==> config.mk <==
export PLATFORM = sky130hd
export DESIGN_NAME = eth_tx_scheduler
export DESIGN_NICKNAME = d
export VERILOG_FILES = /design/src/rtl/eth_tx_sched_pkg.sv /design/src/rtl/eth_rr_pick.sv /design/src/rtl/eth_tx_scheduler.sv
export SDC_FILE = /design/constraint.sdc
export NUM_CORES = 1
export LEC_CHECK = 0
export ABC_AREA = 0
export ABC_CLOCK_PERIOD_IN_PS = 2930
export CAP_MARGIN = 20
export CORE_MARGIN = 1
export CORE_UTILIZATION = 35
export DETAILED_ROUTE_END_ITERATION = 12
export PLACE_DENSITY = 0.58
export SETUP_SLACK_MARGIN = 0.5
export SLEW_MARGIN = 10
export SYNTH_ARGS = -nofsm -noshare
export SYNTH_HDL_FRONTEND = slang
export SYNTH_SLANG_ARGS = --single-unit
==> constraint.sdc <==
create_clock -name clk -period 2.93 [get_ports clk]
set_clock_uncertainty 0.15 [all_clocks]
set_input_delay 0.4395 -clock clk [delete_from_list [all_inputs] [get_ports clk]]
set_output_delay 0.4395 -clock clk [all_outputs]
set_load 0.01 [all_outputs]
==> src/rtl/eth_tx_sched_pkg.sv <==
// Shared types and limits for the GMII transmit scheduler and its round-robin picker.
package eth_tx_sched_pkg;

  localparam int MAX_PORTS = 8;

  typedef logic [7:0] gmii_byte_t;

  typedef enum logic [1:0] {
    IDLE  = 2'd0,
    GRANT = 2'd1,
    GAP   = 2'd2
  } sched_state_t;

endpackage

==> src/rtl/eth_rr_pick.sv <==
// Combinational round-robin picker: first requester after last_grant, wrapping modulo N.
module eth_rr_pick
  import eth_tx_sched_pkg::*;
#(
  parameter int N  = 2,
  parameter int IW = (N > 1) ? $clog2(N) : 1
)(
  input  logic [N-1:0]  req,
  input  logic [IW-1:0] last_grant,
  output logic [N-1:0]  grant,
  output logic          valid
);

  // Offsets 1..N from the previous winner, so that winner is considered last.
  always_comb begin
    int idx;
    grant = '0;
    valid = 1'b0;
    idx   = 0;
    for (int k = 1; k <= MAX_PORTS; k++) begin
      if (k <= N) begin
        idx = int'(last_grant) + k;
        if (idx >= N) idx = idx - N;
        if (!valid && req[IW'(idx)]) begin
          grant[IW'(idx)] = 1'b1;
          valid           = 1'b1;
        end
      end
    end
  end

endmodule

==> src/rtl/eth_tx_scheduler.sv <==
// Round-robin owner of the shared GMII transmit path with inter-frame gap and watchdog.
// Optional per-port frame and timeout statistics: define ETH_TX_SCHED_STATS_EN.
module eth_tx_scheduler
  import eth_tx_sched_pkg::*;
#(
  parameter int NUM_PORTS      = 2,
  parameter int IFG_CYCLES     = 12,
  parameter int TIMEOUT_CYCLES = 4096
)(
  input  logic                   clk,
  input  logic                   rst,
  input  logic [NUM_PORTS-1:0]   port_req,
  input  logic [NUM_PORTS-1:0]   port_done,
  output logic [NUM_PORTS-1:0]   port_sel,
  input  logic [NUM_PORTS-1:0]   port_tx_en,
  input  logic [NUM_PORTS*8-1:0] port_txd,
  output logic                   gmii_tx_en,
  output logic [7:0]             gmii_txd,
  output logic                   busy,
  output logic                   timeout_err
`ifdef ETH_TX_SCHED_STATS_EN
  ,
  output logic [NUM_PORTS*16-1:0] frame_cnt,
  output logic [15:0]             timeout_cnt
`endif
);

  localparam int IW = $clog2(NUM_PORTS);
  localparam int TW = $clog2(TIMEOUT_CYCLES);
  localparam int GW = (IFG_CYCLES > 1) ? $clog2(IFG_CYCLES) : 1;

  localparam logic [IW-1:0] LAST_RESET = IW'(NUM_PORTS - 1);
  localparam logic [TW-1:0] WDOG_LIMIT = TW'(TIMEOUT_CYCLES - 1);
  localparam logic [GW-1:0] GAP_LIMIT  = GW'(IFG_CYCLES - 1);

  sched_state_t         r_state, w_nextState;
  logic [NUM_PORTS-1:0] r_sel, w_nextSel, w_pickGrant;
  logic [IW-1:0]        r_lastGrant, w_nextLastGrant, w_pickIdx;
  logic [TW-1:0]        r_wdog, w_nextWdog;
  logic [GW-1:0]        r_gap, w_nextGap;
  logic                 w_pickValid, w_doneAccepted, w_timeoutFire;
  logic                 r_timeoutErr;
  logic                 r_txEn, w_muxTxEn;
  gmii_byte_t           r_txd, w_muxTxd;

  eth_rr_pick #(
    .N  (NUM_PORTS),
    .IW (IW)
  ) u_pick (
    .req        (port_req),
    .last_grant (r_lastGrant),
    .grant      (w_pickGrant),
    .valid      (w_pickValid)
  );

  always_comb begin
    w_pickIdx = '0;
    for (int i = 0; i < NUM_PORTS; i++) begin
      if (w_pickGrant[i]) w_pickIdx = IW'(i);
    end
  end

  // r_sel is only nonzero in GRANT, so this never matches a stray done.
  assign w_doneAccepted = |(port_done & r_sel);

  always_comb begin
    w_nextState     = r_state;
    w_nextSel       = r_sel;
    w_nextLastGrant = r_lastGrant;
    w_nextWdog      = r_wdog;
    w_nextGap       = r_gap;
    w_timeoutFire   = 1'b0;
    case (r_state)
      IDLE: begin
        if (w_pickValid) begin
          w_nextSel       = w_pickGrant;
          w_nextLastGrant = w_pickIdx;
          w_nextWdog      = '0;
          w_nextState     = GRANT;
        end
      end
      GRANT: begin
        if (w_doneAccepted) begin
          w_nextSel   = '0;
          w_nextGap   = '0;
          w_nextState = GAP;
        end else if (r_wdog == WDOG_LIMIT) begin
          w_nextSel     = '0;
          w_nextGap     = '0;
          w_timeoutFire = 1'b1;
          w_nextState   = GAP;
        end else begin
          w_nextWdog = r_wdog + 1'b1;
        end
      end
      GAP: begin
        if (r_gap == GAP_LIMIT) w_nextState = IDLE;
        else                    w_nextGap   = r_gap + 1'b1;
      end
      default: w_nextState = IDLE;
    endcase
  end

  always_comb begin
    w_muxTxEn = 1'b0;
    w_muxTxd  = '0;
    for (int i = 0; i < NUM_PORTS; i++) begin
      if (r_sel[i]) begin
        w_muxTxEn = w_muxTxEn | port_tx_en[i];
        w_muxTxd  = w_muxTxd  | port_txd[8*i +: 8];
      end
    end
  end

  always_ff @(posedge clk) begin
    if (rst) begin
      r_state      <= IDLE;
      r_sel        <= '0;
      r_lastGrant  <= LAST_RESET;
      r_wdog       <= '0;
      r_gap        <= '0;
      r_timeoutErr <= 1'b0;
      r_txEn       <= 1'b0;
      r_txd        <= '0;
    end else begin
      r_state      <= w_nextState;
      r_sel        <= w_nextSel;
      r_lastGrant  <= w_nextLastGrant;
      r_wdog       <= w_nextWdog;
      r_gap        <= w_nextGap;
      r_timeoutErr <= w_timeoutFire;
      r_txEn       <= w_muxTxEn;
      r_txd        <= w_muxTxd;
    end
  end

  assign port_sel    = r_sel;
  assign gmii_tx_en  = r_txEn;
  assign gmii_txd    = r_txd;
  assign busy        = (r_state != IDLE);
  assign timeout_err = r_timeoutErr;

`ifdef ETH_TX_SCHED_STATS_EN
  logic [NUM_PORTS-1:0][15:0] r_frameCnt;
  logic [15:0]                r_timeoutCnt;

  // Frame counters wrap; the timeout counter sticks at its maximum.
  always_ff @(posedge clk) begin
    if (rst) begin
      r_frameCnt   <= '0;
      r_timeoutCnt <= '0;
    end else begin
      for (int i = 0; i < NUM_PORTS; i++) begin
        if (w_doneAccepted && r_sel[i]) r_frameCnt[i] <= r_frameCnt[i] + 16'd1;
      end
      if (w_timeoutFire && r_timeoutCnt != 16'hFFFF) r_timeoutCnt <= r_timeoutCnt + 16'd1;
    end
  end

  assign frame_cnt   = r_frameCnt;
  assign timeout_cnt = r_timeoutCnt;
`endif

endmodule

== Word level (Yosys, flattened, before mapping) ==
Index checks and enable logic that the tools add are counted.
Word-level totals
  register bits: 31
  input bits: 24
  output and inout port bits: 13
Operators by class
  add/sub/neg operators: 6
  order comparisons: 6
  equality and inequality tests: 10
  multiplexer cells: 37
  bitwise operators: 5
  reductions and logical operators: 15
Operators by type and width (number)
  two-way mux 12 bit: 3
  case mux 12 bit (2 select lines): 1
  two-way mux 2 bit: 9
  two-way mux 8 bit: 2
  two-way mux 1 bit: 14
  adder 12 x 1 -> 12 bit (second input constant): 1
  equality test 12 bit (second input constant): 1
  two-way mux 4 bit: 3
  AND reduction 3 bit: 3
  != test 2 bit (second input constant): 4
  OR 8 bit: 1
  case mux 4 bit (2 select lines): 1
  less-than comparator 1 x 3 -> 1 bit (second input constant): 2
  case mux 2 bit (3 select lines): 1
  nonzero test 2 bit: 3
  adder 4 x 1 -> 4 bit (second input constant): 1
  equality test 4 bit (second input constant): 1
  case mux 2 bit (2 select lines): 1
  AND reduction 4 bit: 1
  OR reduction 4 bit: 1
  adder 1 x 2 -> 3 bit (second input constant): 1
  >= comparator 3 x 2 -> 1 bit (second input constant): 1
  logical AND 1 bit: 3
  != test 3 bit (second input constant): 1
  other kinds (16): 19

== Logic depth before layout (Yosys ltp) ==
  word-level depth: 12
  mapped depth: 6
  gate-level depth less buffers: 5

== By module ==
A second synthesis with hierarchy kept.
Second synthesis, totals
  cell total of the unflattened synthesis: 176
  area total of the unflattened synthesis: 1532.7 sq um
Modules (own cells, without submodules)
  eth_tx_scheduler: instances 1, cells an instance 172, area an instance 1507.7 sq um, seq. area each 620.6 sq um
  eth_rr_pick: instances 1, cells an instance 4, area an instance 25.0 sq um, seq. area each 0.0 sq um

== Worst setup path before layout ==
OpenSTA, ideal clock, no wires.
  path kind: register -> register
  from: register r_wdog[0]
  to: register r_gap[0]
  library setup time: 0.072 ns
  data arrival time: 1.640 ns
  required time: 2.708 ns
  path slack: 1.068 ns
  stages on the path, launching flop included: 6
  path buffers: 0
  cell sequence: dfxtp_1 -> ha_1 -> nand3_2 -> or4_4 -> a2bb2oi_4 -> mux2i_1
Between the ends
  cells in the longest elaborated chain, start to end: 3
Ends and longest elaborated chain
  from (decl): RTL line eth_tx_scheduler.sv:39  | logic [TW-1:0] r_wdog, w_nextWdog;
  from (signal assigned): RTL line eth_tx_scheduler.sv:129  | r_wdog <= w_nextWdog;
  equality test 12 bit: RTL line eth_tx_scheduler.sv:87  | end else if (r_wdog == WDOG_LIMIT) begin
  != test 3 bit (no source line)
  AND reduction 3 bit (no source line)
  to (signal assigned): RTL line eth_tx_scheduler.sv:130  | r_gap <= w_nextGap;
  to (decl): RTL line eth_tx_scheduler.sv:40  | logic [GW-1:0] r_gap, w_nextGap;
No other way between the ends.
A chain may end at the register's enable or synchronous reset.

== Worst setup path after layout ==
  from: register r_wdog[0]
  to: register r_gap[1]
Same word-level chain as after synthesis.

==> flow_metrics.py <==
metrics = {
    "power": {
        "power_uw": 941,
        "ir_worst_vdd_mv": 0.221,
        "p_leak_nw": 0.670,
        "power_density_mw_per_mm2": 492,
    },
    "drt": {
        "dr.pass1.iters": 4,
        "ant_nets": 0,
        "route.detailed.drc": 0,
        "drt-initial-drc-count": 65,
        "wirelength_um": 3710,
        "avgRoutedWirePerCell_um": 15.3,
        "vias": 1393,
        "via_per_inst": 5.73,
    },
    "floorplanning": {
        "io_pins": 37,
        "die_w_um": 67.9,
        "core_mm2": 0.00409,
        "row_count": 23,
        "dieArea_mm2": 0.00461,
        "die_h_um": 67.9,
        "initial_core_util_pct": 37.2,
    },
    "timing": {
        "worstMarginPinSlew_ps": 548,
        "slew_headroom_pct": 63.4,
        "min_period_over_period_pct": 72.3,
        "setup_ws_ps": 810,
        "max_freq_mhz": 472,
        "rsz0062_at_grt": "no",
        "setup-violations-final": 0,
        "final-hold-violation-count": 0,
        "maxSlewViolCount": 0,
        "period_needed_ps": 2120,
        "tns_ps": 0,
    },
    "layout": {
        "drive_gt1_share_pct": 15.0,
        "area.growth.synth_to_final_pct": 26.0,
        "fin_area_mm2": 0.00191,
        "diodes": 0,
        "fin_nets": 218,
    },
    "logic_synthesis": {
        "avgSynthCellArea_um2": 9.32,
        "yosysWarningCount": 0,
        "synthFlopType": "dfxtp_1",
        "synth_area_mm2": 0.00152,
        "ys_seq_elements": 30,
        "synth_seq_area_share_pct": 39.5,
        "synth_edf_count": 0,
        "synthDistinctLibCells": 56,
        "ys_async_sr_fraction_pct": 0,
        "syn_inst": 163,
        "synth_nets": 189,
    },
    "status": {
        "status": "complete, no violations",
    },
    "clock_tree": {
        "post_cts_buffers": 0,
        "clock_path_buffers": 2,
        "cts_buffers": 5,
        "cts_root_buf": "clkbuf_8",
        "ctsResizeCount": 0,
        "cts_max_level": 2,
        "cts_hold_buffers": 0,
        "cts_sinks": 30,
        "cts_tree": "yes",
        "clk_pin_slew_ps": 70,
        "clk_latency_ps": 280,
    },
    "setup_path": {
        "crit_start": "r_wdog[0]",
        "cp_slowest_cell": "or4_4",
        "cp_cell_sequence": "ha_1 > nand3_2 > or4_4 > a2bb2oi_4 > mux2i_1",
        "cp.arrival_ps": 2180,
        "cpPeakStageDelay_ps": 610,
        "start_kind": "flip-flop",
        "worstPathMaxFanout": 5,
        "r2r-start": "r_wdog[0]",
        "critPathKind": "flip-flop to flip-flop",
        "critical_path_required_ps": 2990,
        "end_kind": "flip-flop",
    },
    "placed_design": {
        "portBuffers": 24,
        "post_dp_cell_area_mm2": 0.00182,
        "hpwl_um": 2630,
        "globalplace.congestion": 0.813,
        "pre_cts_slack_ps": 573,
    },
    "global_route": {
        "grt_pass1_vias": 1208,
        "antenna_found_initial": 0,
        "grt_overflow": 0,
        "grt_max_degree": 18,
        "grt_first_pass_wirelength_um": 5900,
        "grtUsageTotal_pct": 17.6,
    },
    "worst_hold_path": {
        "worst_hold_path_type": "flip-flop to flip-flop",
        "min-delay-start": "r_lastGrant",
    },
    "job": {
        "drv_cap": 0,
    },
}
==> report_power, final <==
part | leakage, nW | switching, mW | internal [mW] | total [mW]
registers | 0.243 | 0.0123 | 0.422 | 0.434
logic | 0.380 | 0.0783 | 0.0723 | 0.151
clock network | 0.0472 | 0.168 | 0.189 | 0.357
total | 0.670 | 0.259 | 0.683 | 0.941
==> synthesized netlist by cell type, types with 2 or more instances <==
master / count / area share [%]
inv_1: 2 / 0.49
and3_1: 4 / 1.6
o32ai_1: 2 / 1.2
nor2b_1: 6 / 2.5
dfxtp_1: 30 / 40
a31oi_1: 4 / 1.6
or3b_2: 2 / 1.2
and2_1: 10 / 4.1
buf_2: 2 / 0.66
nand2b_1: 3 / 1.2
o211ai_1: 6 / 3.0
mux2i_1: 2 / 1.3
nand3_1: 8 / 2.6
o2111ai_1: 2 / 1.2
and4_1: 2 / 1.2
nor2_1: 4 / 0.99
or3_1: 2 / 0.82
clkbuf_1: 3 / 0.74
a21oi_1: 6 / 2.0
o311ai_0: 2 / 1.2
nand4_1: 8 / 3.3
nand2_1: 12 / 3.0
buf_4: 2 / 0.99
nor3b_1: 2 / 0.99
ha_1: 2 / 1.6
or4_1: 3 / 1.5
or2_2: 2 / 0.82
o31ai_1: 2 / 0.99
==> cell type report <==
type | instances | area, um2
fillers | 382 | 2170
multi-input cells | 122 | 860
clock buffers | 6 | 82.6
clock inverters | 2 | 12.5
flip-flops and latches | 30 | 601
well taps | 50 | 62.6
repair buffers | 30 | 285
inverters | 3 | 11.3
==> state kept, by name, indices dropped and copies added, names as in the netlist <==
name         flops
r_wdog          12
gmii_txd         8
r_gap            4
r_state          2
gmii_tx_en       1
port_sel         1
r_lastGrant      1
timeout_err      1
==> metrics by stage <==
stage          hold WS, ps  util (%)  std cells
3_3_place_gp           287      44.5        235
2_1_floorplan          273         -        163
5_1_grt                349      46.8        243
3_5_place_dp           286      44.5        235
4_1_cts                297      46.8        243
6_report               297      46.8        243
==> metal layers <==
layer | track usage [%] | vias up | wire (um)
li1 | - | 673 | -
met1 | 22.3 | 676 | 1700
met2 | 28.5 | 39 | 1790
met3 | 5.00 | 5 | 161
met4 | 6.25 | 0 | 58
met5 | 0 | - | 0
==> layout by cell type, fill, tap and decap left out, types with 3 or more instances in the layout <==
cell type	synthesis	layout
nor2b_1	6	6
nand4_1	8	8
nand3_1	8	8
clkdlybuf4s50_1	0	24
dfxtp_1	30	30
buf_4	2	6
and3_1	4	4
a21oi_1	6	6
and2_1	10	10
or4_1	3	3
clkbuf_8	0	6
o211ai_1	6	6
nor2_1	4	4
a31oi_1	4	4
nand2b_1	3	3
nand2_1	12	12
==> kinds of logic after synthesis <==
group | after synthesis | share of synthesized area (%)
XOR/XNOR | 1 | 0.577
multiplexers | 2 | 1.32
flip-flops | 30 | 39.5
AND/OR/NAND/NOR | 80 | 33.4
buffers and inverters | 11 | 3.87
other | 1 | 0.247
adder cells (fa/ha/maj) | 2 | 1.65
AO/OA/AOI/OAI | 36 | 19.4
==> path summary, 6_finish.rpt <==
check / cells past startpoint / slack (ps) / to
worst min register to register: 2 / 300 / r_lastGrant
worst max register to register: 5 / 810 / r_gap[1]
worst min-delay path: 2 / 300 / r_lastGrant
worst max-delay path: 5 / 810 / r_gap[1]
==> critical path: cells and delay by family, from the launching register on <==
family | cells | cell delay [ps]
and+or+nand+nor | 2 | 780
DFF | 1 | 400
AOI/OAI and AO/OA | 1 | 240
adders and majority gates | 1 | 230
muxes | 1 | 230
(Power assumes the default switching activity.)
